===== src/rtl/oam_dma_ctrl_pkg.sv =====
// Shared bus constants and DMA state encoding.
// Imported by the OAM DMA engine and the CPU bus decoder.
package oam_dma_ctrl_pkg;

    typedef enum logic [2:0] {
        IDLE,
        HALT,
        ALIGN,
        READ,
        WRITE
    } dma_state_t;

    localparam logic [15:0] DMA_REG_ADDR  = 16'h4014;
    localparam logic [15:0] OAM_DATA_ADDR = 16'h2004;

endpackage


===== src/rtl/oam_dma_ctrl.sv =====
// Sprite DMA: a $4014 write stalls the CPU and copies page {data,$00..$FF} to OAMDATA.
// Transfer takes 513/514 cycles; it cannot be backpressured, only aborted by rst.
module oam_dma_ctrl
    import oam_dma_ctrl_pkg::*;
#(
    parameter int NUM_BYTES = 256
) (
    input  logic        clk,
    input  logic        rst,
    input  logic [15:0] i_cpu_addr,
    input  logic [7:0]  i_cpu_wdata,
    input  logic        i_cpu_write,
    input  logic [7:0]  i_mem_rdata,
    output logic        o_stall,
    output logic        o_dma_active,
    output logic [15:0] o_dma_addr,
    output logic        o_dma_read,
    output logic        o_dma_write,
    output logic [7:0]  o_dma_wdata,
    output logic        o_dma_done
);

    localparam int IDX_W = $clog2(NUM_BYTES);

    dma_state_t       r_state;
    dma_state_t       w_state_nxt;
    logic [7:0]       r_page;
    logic [IDX_W-1:0] r_idx;
    logic             r_parity;
    logic             r_done;
    logic             w_trigger;
    logic             w_last;

    assign w_trigger = i_cpu_write && (i_cpu_addr == DMA_REG_ADDR);
    assign w_last    = (r_idx == IDX_W'(NUM_BYTES - 1));

    always_ff @(posedge clk) begin
        if (rst) begin
            r_state  <= IDLE;
            r_page   <= 8'h00;
            r_idx    <= '0;
            r_parity <= 1'b0;
            r_done   <= 1'b0;
        end else begin
            r_state  <= w_state_nxt;
            r_parity <= ~r_parity;
            r_done   <= (r_state == WRITE) && w_last;
            // Triggers while busy are dropped so the page cannot change mid-copy.
            if (r_state == IDLE && w_trigger) begin
                r_page <= i_cpu_wdata;
                r_idx  <= '0;
            end else if (r_state == WRITE) begin
                r_idx <= r_idx + 1'b1;
            end
        end
    end

    always_comb begin
        w_state_nxt  = r_state;
        o_dma_addr   = 16'h0000;
        o_dma_read   = 1'b0;
        o_dma_write  = 1'b0;
        o_dma_wdata  = 8'h00;
        unique case (r_state)
            IDLE: begin
                if (w_trigger) w_state_nxt = HALT;
            end
            HALT: begin
                // Reads must fall on even cycles; insert ALIGN if the next one is odd.
                w_state_nxt = r_parity ? READ : ALIGN;
            end
            ALIGN: begin
                w_state_nxt = READ;
            end
            READ: begin
                o_dma_read  = 1'b1;
                o_dma_addr  = 16'({r_page, r_idx});
                w_state_nxt = WRITE;
            end
            WRITE: begin
                o_dma_write = 1'b1;
                o_dma_addr  = OAM_DATA_ADDR;
                o_dma_wdata = i_mem_rdata;
                w_state_nxt = w_last ? IDLE : READ;
            end
            default: begin
                w_state_nxt = IDLE;
            end
        endcase
    end

    assign o_stall      = (r_state != IDLE);
    assign o_dma_active = (r_state != IDLE);
    assign o_dma_done   = r_done;

endmodule


===== config.mk =====
export PLATFORM = sky130hd
export DESIGN_NAME = oam_dma_ctrl
export DESIGN_NICKNAME = d
export VERILOG_FILES = /design/src/rtl/oam_dma_ctrl_pkg.sv /design/src/rtl/oam_dma_ctrl.sv
export SDC_FILE = /design/constraint.sdc
export NUM_CORES = 1
export LEC_CHECK = 0
export BUFFER_PORTS_ARGS = -buffer_cell sky130_fd_sc_hd__buf_4
export CORE_MARGIN = 2
export CORE_UTILIZATION = 48
export DETAILED_ROUTE_END_ITERATION = 16
export PLACE_DENSITY = 0.8
export SYNTH_ARGS = -nofsm -noshare
export SYNTH_HDL_FRONTEND = slang
export SYNTH_SLANG_ARGS = --single-unit

===== constraint.sdc =====
create_clock -name clk -period 3.7 [get_ports clk]
set_clock_uncertainty 0.15 [all_clocks]
set_input_delay 0.185 -clock clk [delete_from_list [all_inputs] [get_ports clk]]
set_output_delay 0.185 -clock clk [all_outputs]
set_load 0.02 [all_outputs]

Yosys cells after proc, flatten, opt, wreduce, memory -nomap -nowiden
Index checks and enable logic that the tools add are counted.
{"block": "totals", "register_bits": 21, "wordCells": 28, "output_inout_bits": 29, "in_bits": 35}
{"block": "classes", "n_bitwise": 1, "n_reduce_logical": 6, "muxes": 8, "add_sub_neg": 1, "n_eq_ne": 7}
{"operator": "one-hot mux 16 bit (2 select lines)", "n": 1}
{"operator": "equality test 16 x 15 -> 1 bit (second input constant)", "n": 1}
{"operator": "one-hot mux 3 bit (5 select lines)", "n": 1}
{"operator": "adder 8 x 1 -> 8 bit (second input constant)", "n": 1}
{"operator": "equality test 8 bit (second input constant)", "n": 1}
{"operator": "2-to-1 mux 8 bit", "n": 1}
{"operator": "equality test 3 x 2 -> 1 bit (second input constant)", "n": 2}
{"operator": "equality test 3 x 1 -> 1 bit (second input constant)", "n": 1}
{"operator": "equality test 3 bit (second input constant)", "n": 1}
{"operator": "logical AND 1 bit", "n": 3}
{"operator": "zero test 3 bit", "n": 1}
{"operator": "2-to-1 mux 1 bit", "n": 3}
{"operator": "2-to-1 mux 3 bit", "n": 1}
{"operator": "nonzero test 3 bit", "n": 1}
{"operator": "2-to-1 mux 2 bit", "n": 1}
{"operator": "!= test 2 bit (second input constant)", "n": 1}
{"operator": "OR reduction 2 bit", "n": 1}
{"operator": "inverter 1 bit", "n": 1}

Logic depth before layout (Yosys ltp)
Gate-level depths: netlist (run 1).
{"block": "logic_depth", "depth_word": 4, "ltp_mapped": 7}

Worst setup path before layout (run 1)
Ideal clock, no wire load.
{"block": "synth_timing", "path_kind": "in2reg", "start": "in i_cpu_addr[8]", "end": "reg r_page[1]", "arrival_ns": 1.480, "cell_stages": 5, "path_slack_ns": 1.938, "n_path_buf": 1, "required_ns": 3.418, "cell_sequence": "or4_4 or4_1 buf_6 o21ai_1 a21oi_1"}
{"block": "synth_between", "elab_chain_len": 3}
{"element": "start, declared", "line": "oam_dma_ctrl.sv:10", "text": "input logic [15:0] i_cpu_addr,"}
{"element": "equality test 16 x 15 -> 1 bit", "line": "oam_dma_ctrl.sv:34", "text": "assign w_trigger = i_cpu_write && (i_cpu_addr == DMA_REG_ADDR);"}
{"element": "logical AND 1 bit", "line": "oam_dma_ctrl.sv:34"}
{"element": "logical AND 1 bit", "line": "oam_dma_ctrl.sv:49", "text": "if (r_state == IDLE && w_trigger) begin"}
{"element": "end signal, assigned", "line": "oam_dma_ctrl.sv:50", "text": "r_page <= i_cpu_wdata;"}
{"element": "end, declared", "line": "oam_dma_ctrl.sv:27", "text": "logic [7:0] r_page;"}
Every way passes these cells.
A chain may end at the register's enable or synchronous reset.

Final worst setup path (run 1)
{"block": "layout_timing", "start": "reg r_state[0]", "end": "out o_stall"}
{"block": "layout_between", "elab_chain_len": 1}
{"element": "start, declared", "line": "oam_dma_ctrl.sv:25", "text": "dma_state_t r_state;"}
{"element": "start signal, assigned", "line": "oam_dma_ctrl.sv:45", "text": "r_state <= w_state_nxt;"}
{"element": "nonzero test 3 bit", "line": "oam_dma_ctrl.sv:92", "text": "assign o_stall = (r_state != IDLE);"}
{"element": "end, declared", "line": "oam_dma_ctrl.sv:14", "text": "output logic o_stall,"}
Every way passes these cells.

==> results of run 1 <==
==> through the flow <==
step                      area [µm²]  utilization, %  power, W
after floorplan                 1220               -  0.000287
after global placement          1670            67.8  0.000324
after detailed placement        1670            67.8  0.000326
after CTS                       1740            71.0  0.000439
after global routing            1760            71.8  0.000461
final                           1760            71.8  0.000438
==> cell type report <==
cell class,instances,area share (%)
clock buffers,3,1.28
well taps,30,2.13
flip-flops and latches,21,23.8
multi-input cells,112,41.0
repair buffers,70,30.8
clock inverters,1,0.284
inverters,3,0.639
==> sequential cells by signal, indices dropped and copies added, names as in the netlist <==
| register | cells |
|---|---|
| o_dma_done | 1 |
| r_page | 8 |
| r_parity | 1 |
| r_idx | 8 |
| r_state | 3 |
==> logic make-up after synthesis <==
logic type,Yosys count
buffers and inverters,13
and+or+nand+nor,82
adders and majority gates,1
xor gates and xnor gates,7
DFF,21
muxes,1
AOI/OAI and AO/OA,21
==> power breakdown <==
part	switching (W)	internal, W	total, W
registers	0.00000824	0.000230	0.000238
logic	0.0000424	0.0000477	0.0000901
clock network	0.0000701	0.0000403	0.000110
total	0.000121	0.000318	0.000438
==> worst min-delay path by stage <==
stage,end,from
floorplan,r_state[0],rst
CTS,r_page[4],i_cpu_wdata[4]
global placement,r_parity,r_parity
detailed placement,r_parity,r_parity
global route,r_page[6],i_cpu_wdata[6]
finish,r_page[6],i_cpu_wdata[6]
==> worst reg2reg max path: cells and delay by family (launching register included) <==
family             cells  cell delay, ps
AOI/OAI and AO/OA      2             320
DFF                    1             480
and+or+nand+nor        2            1130
==> metal layers <==
metal | GRT usage, % | vias to the layer above
met5 | 0 | -
met4 | 5.00 | 0
met3 | 5.46 | 2
met2 | 41.6 | 37
met1 | 26.1 | 579
li1 | - | 651
==> layout by cell type, fill, tap and decap left out, drive strengths merged, types with 6 or more instances in the layout <==
master       count
buf             63
dfxtp           21
and3            16
nor3            11
nand4           10
a21oi           10
nand2            9
and2             9
o21ai            9
nor2             8
dlygate4sd3      7
nand3            6
xor2             6
==> timing repair <==
item / CTS / global route
hold buffers: 5 / 2
endpoints found under the hold margin: 5 / 2
endpoints found under the setup margin: 0 / 0
==> flow_summary.yaml, run 1 <==
yosys:
  synthFlopType: "dfxtp_1"
  synth_edf_count: 0
  ys_seq_area_share_pct: 34.3
  synth-compound-area-share_pct: 9.50
  synthCells: 146
  synth_top_area_cell: "dfxtp_1"
  ys_top_cells_by_area: "dfxtp_1 34%, and3_1 8.2%, nand4_1 5.1%"
  netlist_top_cells_count: "21 x dfxtp_1, 16 x and3_1, 10 x a21oi_1, 10 x nand4_1"
  netlist_area_um2: 1220
  synth_nets: 182
  muxShareOfSynthArea_pct: 0.817
  yosys_warnings: 0
  yosys_register_bits: 21
  synth_fa_ha_area_share_pct: 1.02
  synth_most_common_cell: "dfxtp_1"
  synth.top_cell.area_share_pct: 34.3
  synth_xor_area_share_pct: 5.01
  synth_top_family_by_area: "simple AND/OR/NAND/NOR gates"
  synth_area_per_cell_um2: 8.39
  synth_simple_gate_area_share_pct: 42.7
  async_flop_share_pct: 0
  synth.distinct_cells: 38
floorplan:
  coreArea_um2: 2450
  die_w_um: 54.5
  start_util_pct: 49.9
  num_io_pins: 64
  fp.dieArea_um2: 2970
  placementRows: 18
  die_h_um: 54.5
setup_path:
  ff2ff_setup_slack_ps: 1530
  critical_path_required_ps: 3370
  slowest_delay_ps: 480
  r2r-start: "r_state[0]"
  end_kind: "output pin"
  cp.arrival_ps: 1950
  path_max_fanout: 20
  crit_path_top_delay_cell: "dfxtp_1"
  r2r_end: "r_page[4]"
  critPathKind: "reg -> out"
  path_depth: 4
  reg2reg_depth: 4
  start_kind: "flip-flop"
  worstSetupStartpoint: "r_state[0]"
  crit_buf_inv: 2
  path_cells: "or2_2 > nor2_1 > inv_1 > buf_4"
  cpLargestDelayFamily: "simple AND/OR/NAND/NOR gates"
  crit_end: "o_stall"
clock_tree:
  clock_sinks: 21
  clk_path_buf_depth: 2
  h-tree-depth: 1
  cts_made_buffers: 3
  clk_pin_slew_ps: 120
  clock_latency_ps: 300
  root_buffer: "clkbuf_4"
  cts_tree: "built"
  cts_setup_buffers: 0
  ctsResizeCount: 0
sta:
  setup_viol: 0
  worst_pin_slew_ps: 1090
  period_minus_slack_ps: 2280
  setup_slack_ps: 1420
  drv_slew: 0
  hold_viol: 0
  max_freq_mhz: 438
  whs_ps: 25.3
  slew_headroom_pct: 26.4
  rsz0062_at_grt: "false"
  setup-tns-final_ps: 0
  fin_crit_sh_pct: 61.7
routing:
  route.detailed.drc: 0
  vias: 1269
  first_iter_violations: 16
  via_per_inst: 5.29
  post_drt_wl_per_cell_um: 13.3
  wl_met2_um: 1680
  first_pass_iters: 4
  wl_met1_um: 1370
  highest-signal-layer: "met4"
  ant_nets: 0
  wl_met3_um: 126
  drt_wl_total_um: 3190
run_status:
  status: "finished, final reports clean"
global_route:
  grt_pass1_wl_um: 4860
  grt_max_degree: 22
  grtUsageTotal_pct: 22.6
  antenna_found_initial: 0
  overflow: 0
  first_global_vias: 1146
placement:
  port-buffer-count: 63
  placedCellCount: 229
  dp_slack_ps: 1470
  gp_congestion: 0.775
  hpwl_um: 2410
job:
  drv_cap: 0
final_layout:
  regArea_um2: 420
  multi_input_area_um2: 723
  fin_cells: 240
  areaGrowthSynthToFinish_pct: 43.9
  diodes: 0
  fillCellCount: 213
  layout-drive-gt1-share_pct: 37.1
  nNetsFinal: 247
power_and_ir_drop:
  pwr_density_cell_nw_per_um2: 249
  ir_drop_mv: 0.190
  p_leak_nw: 0.873
hold_path:
  min_path_type: "in -> reg"
  min_path_cells: 3
Power figures use the tool's default switching activity.
==> run 2, diff against run 1 <==
CORE_UTILIZATION = 40   (was 48)
PLACE_DENSITY = 0.71   (was 0.8)
clock period = 1.87 ns   (was 3.7 ns; I/O delays follow)
==> run 2 against run 1 <==
  * First-iteration DRC count is 13% higher
  * Worst hold slack better by 40 ps
  * Sequential share of layout area is 1.5 points lower
  * Largest cell class unchanged
  * Largest power group unchanged
==> flow_summary.yaml, run 2 (synthesis gave the netlist of run 1 again) <==
global_route:
  met3_usage_pct: 3.28
  grtUsageTotal_pct: 20.0
  top_usage_layer: "met2"
  grt_max_degree: 22
  grt_util_met2_pct: 36.1
  grt_pass1_wl_um: 5500
  first_global_vias: 1321
  overflow: 0
  met1_usage_pct: 24.0
  antenna_found_initial: 0
sta:
  hold_viol: 0
  setup-tns-final_ps: 0
  setup_viol: 0
  worst_pin_slew_ps: 429
  fin_crit_sh_pct: 96.4
  rsz0062_at_grt: "false"
  slew_headroom_pct: 71.2
  period_minus_slack_ps: 1800
  setup_slack_ps: 66.7
  max_freq_mhz: 555
  drv_slew: 0
routing:
  ant_nets: 0
  drt_wl_total_um: 3290
  route.detailed.drc: 0
  first_iter_violations: 18
  first_pass_iters: 4
  vias: 1320
  post_drt_wl_per_cell_um: 12.9
  via_per_inst: 5.16
placement:
  gp_congestion: 0.706
  dp_slack_ps: 35.0
  port-buffer-count: 63
final_layout:
  multi_input_area_um2: 723
  final_common_cell: "buf_4"
  areaGrowthSynthToFinish_pct: 53.4
  mostFrequentLayoutCells: "71 x buf_4, 21 x dfxtp_1, 16 x and3_1"
  regArea_um2: 420
  diodes: 0
  fillCellCount: 280
  nNetsFinal: 260
  top_regs: "r_idx (8), r_page (8), r_state (3)"
  layout-drive-gt1-share_pct: 38.6
clock_tree:
  clock_sinks: 21
  clk_path_buf_depth: 2
  cts_tree: "built"
  clock_latency_ps: 290
  root_buffer: "clkbuf_4"
  clk_pin_slew_ps: 110
  cts_made_buffers: 3
  h-tree-depth: 1
  cts_setup_buffers: 0
power_and_ir_drop:
  pwr_density_cell_nw_per_um2: 472
  ir_drop_mv: 0.225
  p_leak_nw: 0.932
floorplan:
  start_util_pct: 41.1
  die_w_um: 59.3
  fp.dieArea_um2: 3520
  die_h_um: 59.3
  num_io_pins: 64
  coreArea_um2: 2980
  placementRows: 20
setup_path:
  end_kind: "flip-flop"
  critical_path_required_ps: 1900
  path_max_fanout: 9
  start_kind: "flip-flop"
  cp.arrival_ps: 1840
  critPathKind: "reg -> reg"
job:
  drv_cap: 0
hold_path:
  min_path_type: "in -> reg"
run_status:
  status: "finished, final reports clean"
==> run 2: cell count changes in the layout (fill, tap and decap cells not counted) <==
cell           previous run  this run
inv_2                     1         0
buf_6                     0         1
buf_4                    63        71
dlygate4sd3_1             7        11
inv_4                     0         1
clkinv_2                  1         0
clkbuf_1                  0         1
==> run 2: worst paths after layout <==
kind                 startpoint         end  slack [ps]  depth (start not counted)
hold reg to reg        r_parity    r_parity         270                          1
setup / recovery     r_state[0]   r_page[4]          70                          5
hold / removal    i_cpu_addr[6]  r_state[0]          60                          5
setup reg to reg     r_state[0]   r_page[4]          70                          5
==> run 2: per-stage QoR <==
| stage | hold slack, ps | instance area (µm²) | utilization (%) | power, W | cells |
|---|---|---|---|---|---|
| after floorplan | 20.8 | 1220 | - | 0.000568 | 146 |
| after global placement | 224 | 1740 | 58.3 | 0.000665 | 241 |
| after detailed placement | 226 | 1740 | 58.3 | 0.000669 | 241 |
| after CTS | 52.0 | 1870 | 62.9 | 0.000897 | 256 |
| after global routing | 77.2 | 1880 | 63.1 | 0.000940 | 256 |
| final | 64.8 | 1880 | 63.1 | 0.000888 | 256 |
==> run 2: per-layer routing <==
| metal | routed length (µm) | share of wire [%] |
|---|---|---|
| met2 | 1710 | 52 |
| met3 | 142 | 4.3 |
| met1 | 1420 | 43 |
| met5 | 0 | 0 |
| met4 | 19 | 0.58 |
==> run 2: what timing repair did <==
item,4_1_cts,5_1_grt
endpoints found under the hold margin,19,0
gates resized for setup,0,2
hold buffers,11,0
setup endpoints to repair,0,13
==> run 2: area by class of cell <==
class | instances | share of cell area [%]
Clock buffer | 4 | 1.40
Inverter | 3 | 0.732
Multi-Input combinational cell | 112 | 38.5
Sequential cell | 21 | 22.4
Timing Repair Buffer | 83 | 34.8
Tap cell | 33 | 2.20
==> run 2: power breakdown <==
part | switching [W] | internal, W
Combinational | 0.000105 | 0.000118
Clock | 0.000124 | 0.0000828
Sequential | 0.00000325 | 0.000454
Total | 0.000232 | 0.000655
==> run 2: critical path, cell delays in order, from the launching register on <==
cell and delay (ps):
dfxtp_1 320, or2_2 310, or4_1 530, buf_6 170, o21ai_1 140, a21oi_1 70
